==> src/rtl/conv_pkg.sv <==
// Shared FSM state type and default PE-group geometry for the convolution
// dataflow sequencer.
package conv_pkg;

  typedef enum logic [2:0] {
    IDLE,
    LOAD_K,
    RUN,
    DRAIN,
    DONE
  } seq_state_e;

  localparam int unsigned DEF_K_PE_GROUP  = 4;
  localparam int unsigned DEF_O_PE_GROUP  = 4;
  localparam int unsigned DEF_BLOCK_COUNT = 4;

endpackage

==> src/rtl/seq_delay_line.sv <==
// Stallable shift register carrying EN_O_In tokens to the output side.
// head is the oldest stage; tail_busy reports any token behind it.
module seq_delay_line #(
  parameter int unsigned Depth = 2
) (
  input  logic clk,
  input  logic aclr_n,
  input  logic sclr,
  input  logic hold,
  input  logic din,
  output logic head,
  output logic tail_busy
);

  logic [Depth-1:0] sr;

  always_ff @(posedge clk or negedge aclr_n) begin
    if (!aclr_n) begin
      sr <= '0;
    end else if (sclr) begin
      sr <= '0;
    end else if (!hold) begin
      sr[0] <= din;
      for (int unsigned i = 1; i < Depth; i++) sr[i] <= sr[i-1];
    end
  end

  assign head = sr[Depth-1];

  always_comb begin
    tail_busy = 1'b0;
    for (int unsigned i = 0; i + 1 < Depth; i++) tail_busy = tail_busy | sr[i];
  end

endmodule

==> src/rtl/conv_dataflow_sequencer.sv <==
// Sequences weight load, input streaming and output collection for one
// convolution job. Optional freeze counter: define CONV_SEQ_STALL_CNT_EN.
module conv_dataflow_sequencer
  import conv_pkg::*;
#(
  parameter int unsigned K_PEGroupSize   = DEF_K_PE_GROUP,
  parameter int unsigned O_PEGroupSize   = DEF_O_PE_GROUP,
  parameter int unsigned I_PEGroupSize   = K_PEGroupSize + O_PEGroupSize - 1,
  parameter int unsigned BlockCount      = DEF_BLOCK_COUNT,
  parameter int unsigned BlockCountWidth = 3,
  parameter int unsigned O_Latency       = 2
) (
  input  logic        clk,
  input  logic        aclr_n,
  input  logic        sclr,
  input  logic        start,
  input  logic        in_valid,
  input  logic        out_ready,
  output logic        busy,
  output logic        done,
  output logic        EN_K,
  output logic        EN_I,
  output logic        EN_O_In,
  output logic        EN_O_Out
`ifdef CONV_SEQ_STALL_CNT_EN
  ,
  output logic [15:0] stall_cnt
`endif
);

  localparam int unsigned BeatWidth = (I_PEGroupSize > 1) ? $clog2(I_PEGroupSize) : 1;
  localparam logic [BeatWidth-1:0]       LastKBeat = BeatWidth'(K_PEGroupSize - 1);
  localparam logic [BeatWidth-1:0]       LastIBeat = BeatWidth'(I_PEGroupSize - 1);
  localparam logic [BlockCountWidth-1:0] LastBlock = BlockCountWidth'(BlockCount - 1);

  seq_state_e                 state;
  logic [BeatWidth-1:0]       beat;
  logic [BlockCountWidth-1:0] block;
  logic                       head;
  logic                       tail_busy;
  logic                       freeze;

  // A result waiting at the head with nowhere to go stalls the whole stream.
  assign freeze   = head & ~out_ready;
  assign busy     = (state == LOAD_K) | (state == RUN) | (state == DRAIN);
  assign done     = (state == DONE);
  assign EN_K     = (state == LOAD_K) & in_valid;
  assign EN_I     = (state == RUN) & in_valid & ~freeze;
  assign EN_O_In  = EN_I & (beat >= LastKBeat);
  assign EN_O_Out = head & out_ready;

  seq_delay_line #(
    .Depth(O_Latency)
  ) u_delay (
    .clk      (clk),
    .aclr_n   (aclr_n),
    .sclr     (sclr),
    .hold     (freeze),
    .din      (EN_O_In),
    .head     (head),
    .tail_busy(tail_busy)
  );

  always_ff @(posedge clk or negedge aclr_n) begin
    if (!aclr_n) begin
      state <= IDLE;
      beat  <= '0;
      block <= '0;
    end else if (sclr) begin
      state <= IDLE;
      beat  <= '0;
      block <= '0;
    end else begin
      case (state)
        IDLE: if (start) begin
          state <= LOAD_K;
          beat  <= '0;
          block <= '0;
        end
        LOAD_K: if (in_valid) begin
          if (beat == LastKBeat) begin
            beat  <= '0;
            state <= RUN;
          end else begin
            beat <= beat + 1'b1;
          end
        end
        RUN: if (EN_I) begin
          if (beat == LastIBeat) begin
            beat <= '0;
            if (block == LastBlock) state <= DRAIN;
            else                    block <= block + 1'b1;
          end else begin
            beat <= beat + 1'b1;
          end
        end
        // Leave once the head is gone this cycle and nothing follows it.
        DRAIN: if (!freeze && !tail_busy) state <= DONE;
        DONE:  state <= IDLE;
        default: state <= IDLE;
      endcase
    end
  end

`ifdef CONV_SEQ_STALL_CNT_EN
  always_ff @(posedge clk or negedge aclr_n) begin
    if (!aclr_n) begin
      stall_cnt <= '0;
    end else if (sclr || (state == IDLE && start)) begin
      stall_cnt <= '0;
    end else if (freeze && stall_cnt != '1) begin
      stall_cnt <= stall_cnt + 1'b1;
    end
  end
`endif

endmodule

==> config.mk <==
export PLATFORM = sky130hd
export DESIGN_NAME = conv_dataflow_sequencer
export DESIGN_NICKNAME = d
export VERILOG_FILES = /design/src/rtl/conv_pkg.sv /design/src/rtl/seq_delay_line.sv /design/src/rtl/conv_dataflow_sequencer.sv
export SDC_FILE = /design/constraint.sdc
export NUM_CORES = 1
export LEC_CHECK = 0
export BUFFER_PORTS_ARGS = -buffer_cell sky130_fd_sc_hd__buf_2
export CORE_MARGIN = 2
export CORE_UTILIZATION = 54
export CTS_CLUSTER_DIAMETER = 200
export CTS_CLUSTER_SIZE = 12
export DETAILED_ROUTE_END_ITERATION = 10
export PLACE_DENSITY_LB_ADDON = 0.2
export SLEW_MARGIN = 5
export SYNTH_ARGS = -nofsm -noshare
export SYNTH_HDL_FRONTEND = slang
export SYNTH_SLANG_ARGS = --single-unit
==> constraint.sdc <==
create_clock -name clk -period 2.3 [get_ports clk]
set_clock_uncertainty 0.15 [all_clocks]
set_input_delay 0.23 -clock clk [delete_from_list [all_inputs] [get_ports clk]]
set_output_delay 0.23 -clock clk [all_outputs]
set_load 0.03 [all_outputs]
; Word level (Yosys, flattened, before mapping)
; Index checks and enable logic that the tools add are counted.
[word_totals]
input_bits = 6
elab_cells = 65
register_bits = 11
out_inout_bits = 6
[op_classes]
n_eq_ne = 16
addsub = 2
n_bitwise = 10
magnitude_cmp = 1
mux = 23
n_reduce_logical = 9
[ops]
columns = cell, n
row1 = two-way mux 3 bit, 18
row2 = == test 3 x 2 -> 1 bit (second input constant), 4
row3 = inequality test 3 x 2 -> 1 bit (second input constant), 4
row4 = inequality test 3 bit (second input constant), 4
row5 = case mux 3 bit (4 select lines), 1
row6 = case mux 3 bit (3 select lines), 1
row7 = AND reduction 7 bit, 1
row8 = adder 3 x 1 -> 3 bit (second input constant), 2
row9 = bitwise AND 1 bit, 6
row10 = == test 3 bit (second input constant), 2
row11 = case mux 3 bit (2 select lines), 1
row12 = AND reduction 5 bit, 1
row13 = two-way mux 2 bit, 2
row14 = AND reduction 4 bit, 1
row15 = nonzero test 4 bit, 1
row16 = == test 3 x 1 -> 1 bit (second input constant), 1
row17 = greater-or-equal comparator 3 x 2 -> 1 bit (second input constant), 1
row18 = zero test 3 bit, 1
row19 = nonzero test 3 bit, 1
row20 = zero test 1 bit, 2
row21 = inequality test 2 bit (second input constant), 1
row22 = NOT 1 bit, 2
row23 = OR 1 bit, 2
row24 = logical AND 1 bit, 1

; Longest topological paths before layout
; Gate-level depths: netlist of the first run.
[logic_depth]
ltp_word = 7
mapped_depth = 6
depth_no_buf = 6

; Cells and area by module
; Synthesis of the first run repeated with hierarchy kept, for this count alone.
[unflattened]
hier_cells = 81
hier_area_um2 = 740.7
[by_module_without_submodules]
columns = mod, n_inst, seq_area_each_um2, cells_each, area_per_inst_um2
row1 = conv_dataflow_sequencer, 1, 225.2, 75, 663.1
row2 = seq_delay_line, 1, 50.0, 6, 77.6

; Least setup slack after synthesis of the first run
; OpenSTA, ideal clock, no wires.
[synth_path]
path_type = register to register
start = reg state[2]
end = reg u_delay.sr[0]
stages_incl_launch_ff = 5
n_path_buf = 1
required_ns = 2.083
slack_ns = -0.007
setup_time_ns = 0.067
arrival_ns = 2.089
period_less_slack_ns = 2.307
cell_sequence = dfrtp_1 > buf_4 > or2b_1 > nor4_1 > o21ba_2
[synth_via]
elab_chain_len = 6
[synth_lines]
columns = item, line
row1 = start: declaration, conv_dataflow_sequencer.sv:36  ; seq_state_e state;
row2 = start signal: assignment, conv_dataflow_sequencer.sv:66  ; state <= IDLE;
row3 = start signal: assignment, conv_dataflow_sequencer.sv:70  ; state <= IDLE;
row4 = start signal: assignment, conv_dataflow_sequencer.sv:76  ; state <= LOAD_K;
row5 = == test 3 x 2 -> 1 bit, conv_dataflow_sequencer.sv:48  ; assign EN_I = (state == RUN) & in_valid & ~freeze;
row6 = bitwise AND 1 bit (2 in series), conv_dataflow_sequencer.sv:48
row7 = bitwise AND 1 bit, conv_dataflow_sequencer.sv:49  ; assign EN_O_In = EN_I & (beat >= LastKBeat);
row8 = via EN_O_In, conv_dataflow_sequencer.sv:23  ; output logic EN_O_In,
row9 = two-way mux 2 bit, seq_delay_line.sv:22  ; end else if (!hold) begin
row10 = two-way mux 2 bit, seq_delay_line.sv:20  ; end else if (sclr) begin
row11 = end signal: assignment, seq_delay_line.sv:23  ; sr[0] <= din;
row12 = end: declaration, seq_delay_line.sv:15  ; logic [Depth-1:0] sr;
; The timed path passes the listed nets, and every way through them passes these cells. The select of a mux whose other input is x is not followed.
; A chain may end at the register's enable or synchronous reset.

; Worst setup path after layout of the first run
[layout_path]
start = reg beat[0]
end = out EN_O_In
[layout_via]
elab_chain_len = 2
[layout_lines]
columns = item, line
row1 = start: declaration, conv_dataflow_sequencer.sv:37  ; logic [BeatWidth-1:0] beat;
row2 = start signal: assignment, conv_dataflow_sequencer.sv:85  ; beat <= beat + 1'b1;
row3 = start signal: assignment, conv_dataflow_sequencer.sv:94  ; beat <= beat + 1'b1;
row4 = greater-or-equal comparator 3 x 2 -> 1 bit, conv_dataflow_sequencer.sv:49
row5 = bitwise AND 1 bit, conv_dataflow_sequencer.sv:49
row6 = end: declaration, conv_dataflow_sequencer.sv:23
; Every way passes these cells.

==> qor.yml, run 1 <==
critical_path:
  critical_path_peak_fanout: 4
  startpoint_type: "flip-flop"
  timing.critical_path.max_delay_family: "adder cells"
  worst-path-buf-inv: 1
  worstSetupEndpointType: "primary output"
  crit_path_cell_trace: "ha_1 > ha_1 > a211oi_1 > nor4_2 > buf_2"
  ff2ff_setup_slack_ns: 0.23
  worstReg2RegEnd: "beat[0]"
  critical-path-max-stage-delay_ns: 0.40
  timing.critical_path.depth: 5
  required_ns: 1.92
  r2r_start: "beat[0]"
  crit_end: "EN_O_In"
  crit_start: "beat[0]"
  critical-path-top-cell-by-count: "sky130_fd_sc_hd__ha_1"
  critical_path_arrival_ns: 1.72
  critical_path_class: "reg -> out"
  ff2ff_path_depth: 6
  crit_path_top_delay_cell: "sky130_fd_sc_hd__dfrtp_1"
power_and_ir_drop:
  power_frac_comb_pct: 41.1
  total_power_uw: 612.3
  worst_supply_voltage_drop_on_vdd_v: 0.0005017
  clkPwrFrac_pct: 21.0
  internal_power_uw: 395.8
  static-leakage-power_nw: 0.4422
  cellPowerDensity_nw_per_um2: 665.8
  seqPwrFrac_pct: 37.8
  swShare_pct: 35.36
  netsw_uw: 216.5
die:
  num_io_pins: 12
  core_area_um2: 1454
  die_area_um2: 1837
  die_y_um: 42.87
  placementRows: 14
  starting_density_of_the_core_pct: 56.11
  die_w_um: 42.87
clocking:
  cts_tree: "done"
  cts.reportedPaths.clkPinSlew_ns: 0.07
  tritoncts_num_sinks: 11
  worst_skew_pair.late_latency_ns: 0.26
  cts_inserted_buffers: 3
  h-tree-depth: 1
  clock-root-buffer: "sky130_fd_sc_hd__clkbuf_4"
  post-cts-setup-buffer-count: 0
  clock_path_buffers: 2
grt:
  pin_count_of_the_biggest_net_entering_global_routing: 14
  globalRouteMet2Util_pct: 26.36
  global_route.peak_usage_layer: "met1"
  grt_use_met1_pct: 31.62
  grt_first_pass_wirelength_um: 2822
  grt_antenna_before_repair: 0
  number_of_global_route_vias_before_repair: 590
  globalRouteOverflowTotal: 0
  gr_layer_usage_met3_pct: 4.681
  grt.total_usage_pct: 20.71
synth:
  synthesis.area_per_instance_um2: 9.829
  net_count_synth: 95
  synth_seq_area_share_pct: 33.74
  synth-warning-count: 0
  synthDistinctLibCells: 36
  syn_inst: 83
  synth_seq_cells: 11
  synth_area_um2: 815.8
placed_design:
  dpl-instance-area_um2: 883.3
  detailedPlacementHpwl_um: 1205
  place.detailed.instances: 108
  finalWeightedCongestion: 0.8117
  buffer_ports.inserted: 11
run:
  max_cap_viol_count: 0
route:
  first_pass_iters: 4
  detail_route.vias_per_cell: 5.903
  wl_cell_um: 13.88
  drt_first_iter_violations: 23
  post_detailed_route_count_of_antenna_violating_nets: 0
  drc_errors: 0
  detail_route.wirelength_um: 1568
  dr_total_vias: 667
finish:
  post-route-cell-area_um2: 919.6
  area_delta_synth_final_pct: 12.73
  layout.nets: 110
  finish.cell_count_without_fillers: 113
  num_antenna_cells: 0
  layout.cells.most_common_list: "sky130_fd_sc_hd__dfrtp_1 (11), sky130_fd_sc_hd__buf_2 (11), sky130_fd_sc_hd__nor2_1 (9)"
  drive_gt1_share_pct: 28.87
timing:
  final_max_slew_viol_count: 0
  rsz_0062_raised_after_global_routing: "false"
  final_worst_path_cycle_share_pct: 91.49
  finalHoldViolations: 0
  finalSetupTns_ns: 0
  setup_viol: 0
  max_clock_freq_ghz: 0.4752
  worst_pin_slew_ns: 0.3695
  finalCriticalPeriod_ns: 2.104
  slew-limit-headroom_pct: 75.18
hold_path:
  hold_path_class: "in -> reg"
status:
  outcome: "finished clean"
[stage by stage]
stage	setup WS [ns]	utilization [%]	hold WS, ns
6_report	0.1958	63.25	0.1250
5_1_grt	0.08453	63.25	0.1631
4_1_cts	0.1889	63.25	0.1169
3_5_place_dp	0.2349	60.76	-0.03133
3_3_place_gp	0.2463	60.76	-0.04094
2_1_floorplan	0.3339	-	-0.2156
[power by group through the flow]
| stage | clock [mW] | sequential [mW] | combinational (mW) |
|---|---|---|---|
| 5_1_grt | 0.143 | 0.236 | 0.275 |
| 4_1_cts | 0.135 | 0.232 | 0.250 |
| 6_report | 0.129 | 0.232 | 0.252 |
| 2_1_floorplan | 0 | 0.233 | 0.184 |
| 3_5_place_dp | 0 | 0.236 | 0.248 |
| 3_3_place_gp | 0 | 0.236 | 0.246 |
[cell usage after synthesis (all sizes together)]
cell | instances | area (um2)
and3 | 1 | 6.260
and2 | 4 | 25.02
or4 | 2 | 15.01
nor2b | 2 | 12.51
o21ba | 1 | 10.01
o311a | 1 | 10.01
a211o | 2 | 17.52
mux2i | 2 | 20.02
a21oi | 1 | 8.760
a32o | 1 | 10.01
a41oi | 1 | 16.27
nand4b | 1 | 8.760
o31a | 1 | 8.760
nor3 | 6 | 30.03
a211oi | 1 | 7.510
a311oi | 1 | 8.760
nand2 | 2 | 7.510
or3b | 1 | 8.760
dfrtp | 11 | 275.3
and4b | 1 | 10.01
nor2 | 9 | 33.78
o31ai | 1 | 7.510
ha | 6 | 75.07
nor3b | 1 | 7.510
nand2b | 3 | 18.77
or3 | 1 | 11.26
nor4 | 2 | 12.51
inv | 6 | 22.52
or4b | 1 | 13.76
buf | 4 | 28.78
mux2 | 5 | 60.05
or2b | 1 | 7.510
[tightest hold or removal path: cells and delay by family]
family | cells | cell delay (ns)
simple gates | 3 | 0.18
buf+inv | 1 | 0.09
[registers in the layout, summed over array words and instances, names as in the netlist]
name,cells
u_delay.sr,2
beat,3
state,3
block,3
[logic make-up (layout without fill, tap and decap cells)]
group	after synthesis	count (layout)	share of synthesized area, %
buf+inv	10	24	6.288
fa+ha+maj	6	6	9.202
compound gates	11	11	12.89
mux	7	7	9.815
flops	11	11	33.74
simple gates	38	38	28.07
[layer usage]
metal | wire, um | share of wire [%] | vias up
met5 | 0 | 0 | -
met4 | 37 | 2.4 | 0
met3 | 104 | 6.6 | 4
met2 | 654 | 42 | 25
met1 | 772 | 49 | 305
li1 | - | - | 333
[cell type report]
cell class	count	area, um2
Timing Repair Buffer	14	80.08
Sequential cell	11	275.3
Inverter	6	22.52
Tap cell	16	20.02
Clock buffer	4	26.28
Multi-Input combinational cell	62	495.5
Fill cell	128	534.3
[worst min path at each step]
stage | from | end | slack (ns) | cells after the start
2_1_floorplan | aclr_n | beat[0] | -0.22 | 0
3_3_place_gp | aclr_n | state[0] | -0.04 | 1
3_5_place_dp | aclr_n | state[2] | -0.03 | 1
4_1_cts | out_ready | u_delay.sr[1] | 0.12 | 4
5_1_grt | out_ready | u_delay.sr[1] | 0.16 | 4
6_report | out_ready | u_delay.sr[1] | 0.13 | 4
[what timing repair did]
| action | 4_1_cts | 5_1_grt |
|---|---|---|
| endpoints found under the hold margin | 11 | 0 |
| hold buffers | 1 | 0 |
| gates resized for setup | 0 | 0 |
Note: power is estimated with default switching activity, not from simulation.
==> run 2, diff against run 1 <==
- PLACE_DENSITY: not set -> 0.74
- PLACE_DENSITY_LB_ADDON: 0.2 -> not set
- RECOVER_POWER: not set -> 50
==> qor.yml, run 2 (same netlist as run 1, synthesis figures left out) <==
clocking:
  cts_inserted_buffers: 3
  clock-root-buffer: "sky130_fd_sc_hd__clkbuf_4"
  tritoncts_num_sinks: 11
  cts.reportedPaths.clkPinSlew_ns: 0.07
  cts_tree: "done"
  h-tree-depth: 1
  worst_skew_pair.late_latency_ns: 0.28
  clock_path_buffers: 2
  cts.repair.resized: 0
timing:
  final_worst_path_cycle_share_pct: 93.52
  finalHoldViolations: 0
  finalSetupTns_ns: 0
  final_max_slew_viol_count: 0
  setup_viol: 0
  slew-limit-headroom_pct: 60.05
  max_clock_freq_ghz: 0.4649
  rsz_0062_raised_after_global_routing: "false"
  worst_pin_slew_ns: 0.5992
  finalCriticalPeriod_ns: 2.151
route:
  post_detailed_route_count_of_antenna_violating_nets: 0
  detail_route.wirelength_um: 1660
  drc_errors: 0
  dr_total_vias: 695
  wl_met1_um: 761
  first_pass_iters: 4
  detail_route.vias_per_cell: 6.150
  met3RoutedLength_um: 96
  wl_cell_um: 14.69
  detailroute.wirelength.met2_um: 764
  topRoutingLayerUsed: "met4"
  drt_first_iter_violations: 11
grt:
  number_of_global_route_vias_before_repair: 658
  grt_first_pass_wirelength_um: 2918
  globalRouteOverflowTotal: 0
  pin_count_of_the_biggest_net_entering_global_routing: 14
  grt.total_usage_pct: 21.54
  grt_antenna_before_repair: 0
die:
  die_w_um: 42.87
  starting_density_of_the_core_pct: 56.11
  placementRows: 14
  num_io_pins: 12
  die_area_um2: 1837
  die_y_um: 42.87
  core_area_um2: 1454
critical_path:
  critical_path_class: "reg -> reg"
  worstSetupEndpointType: "flip-flop"
  r2r_start: "beat[1]"
  startpoint_type: "flip-flop"
  critical_path_arrival_ns: 2.20
  ff2ff_setup_slack_ns: 0.15
  required_ns: 2.35
  worstReg2RegEnd: "beat[0]"
  critical_path_peak_fanout: 4
  ff2ff_path_depth: 6
power_and_ir_drop:
  static-leakage-power_nw: 0.4355
  worst_supply_voltage_drop_on_vdd_v: 0.0003453
  cellPowerDensity_nw_per_um2: 665.8
placed_design:
  detailedPlacementHpwl_um: 1293
  finalWeightedCongestion: 0.7509
  buffer_ports.inserted: 11
  place.detailed.instances: 108
finish:
  layout.nets: 110
  layout_top_registers: "beat x3, block x3, state x3"
  final_common_cell: "sky130_fd_sc_hd__dfrtp_1"
  layout.cells.most_common_list: "sky130_fd_sc_hd__dfrtp_1 (11), sky130_fd_sc_hd__nor2_1 (9), sky130_fd_sc_hd__buf_2 (9)"
  drive_gt1_share_pct: 26.80
  area_delta_synth_final_pct: 12.42
  filler_cell_count: 132
  finish.cell_count_without_fillers: 113
  num_antenna_cells: 0
status:
  outcome: "finished clean"
hold_path:
  hold_path_class: "in -> reg"
  min_path_cells: 4
  origin_of_the_worst_min_delay_path: "out_ready"
  min_delay_worst_endpoint: "u_delay.sr[1]"
run:
  max_cap_viol_count: 0
-- run 2: cell types whose count changed in the layout (fill, tap and decap cells not counted), sizes merged --
cell,delta
clkbuf,+2
buf,-2
-- run 2: area by class of cell --
| cell class | count | area (um2) | share of cell area [%] |
|---|---|---|---|
| clock buffer | 4 | 26.28 | 2.865 |
| tap | 16 | 20.02 | 2.183 |
| inverter | 6 | 22.52 | 2.456 |
| multi-input combinational | 62 | 495.5 | 54.02 |
| timing repair buffer | 14 | 77.57 | 8.458 |
| sequential | 11 | 275.3 | 30.01 |
-- run 2: per-layer routing --
layer  vias to the layer above  global-route usage, %
li1                        330                      -
met1                       334                  27.08
met2                        26                  33.33
met3                         5                  5.106
met4                         0                  12.50
met5                         -                      0
-- run 2: worst max-delay path by stage --
| stage | startpoint | endpoint | slack (ns) | cells past startpoint |
|---|---|---|---|---|
| after floorplan | beat[0] | beat[0] | 0.33 | 6 |
| after CTS | beat[1] | beat[0] | 0.14 | 6 |
| after global placement | beat[0] | beat[0] | 0.29 | 6 |
| after global routing | beat[0] | beat[0] | 0.03 | 6 |
| after detailed placement | beat[1] | beat[0] | 0.16 | 6 |
| final | beat[1] | beat[0] | 0.15 | 6 |
-- run 2: worst max-delay path: stages (launching register included) --
cell and delay, ns:
sky130_fd_sc_hd__dfrtp_1 0.42, sky130_fd_sc_hd__ha_1 0.21, sky130_fd_sc_hd__ha_1 0.22, sky130_fd_sc_hd__or3b_1 0.37, sky130_fd_sc_hd__o31a_1 0.12, sky130_fd_sc_hd__or4_1 0.41, sky130_fd_sc_hd__mux2i_1 0.17
-- run 2: stage by stage --
stage	instance area, um2	power [mW]	worst slack (ns)	util (%)	hold slack [ns]
final	917.1	0.6106	0.1490	63.08	0.1160
after detailed placement	883.3	0.4778	0.1631	60.76	-0.03684
after CTS	919.6	0.6164	0.1418	63.25	0.1128
after global routing	917.1	0.6554	0.03458	63.08	0.1505
after global placement	883.3	0.4666	0.2934	60.76	-0.03696
after floorplan	822.0	0.4165	0.3339	-	-0.2156
-- run 2: what timing repair did --
item | in CTS | in global routing
hold buffers | 1 | 0
endpoints found under the hold margin | 11 | 0
setup buffers | 0 | 0
-- run 2: power by group --
| group | internal [mW] | switching [mW] | leakage [nW] |
|---|---|---|---|
| Combinational | 0.107 | 0.123 | 0.269 |
| Sequential | 0.212 | 0.0341 | 0.152 |
| Clock | 0.0674 | 0.0684 | 0.0150 |
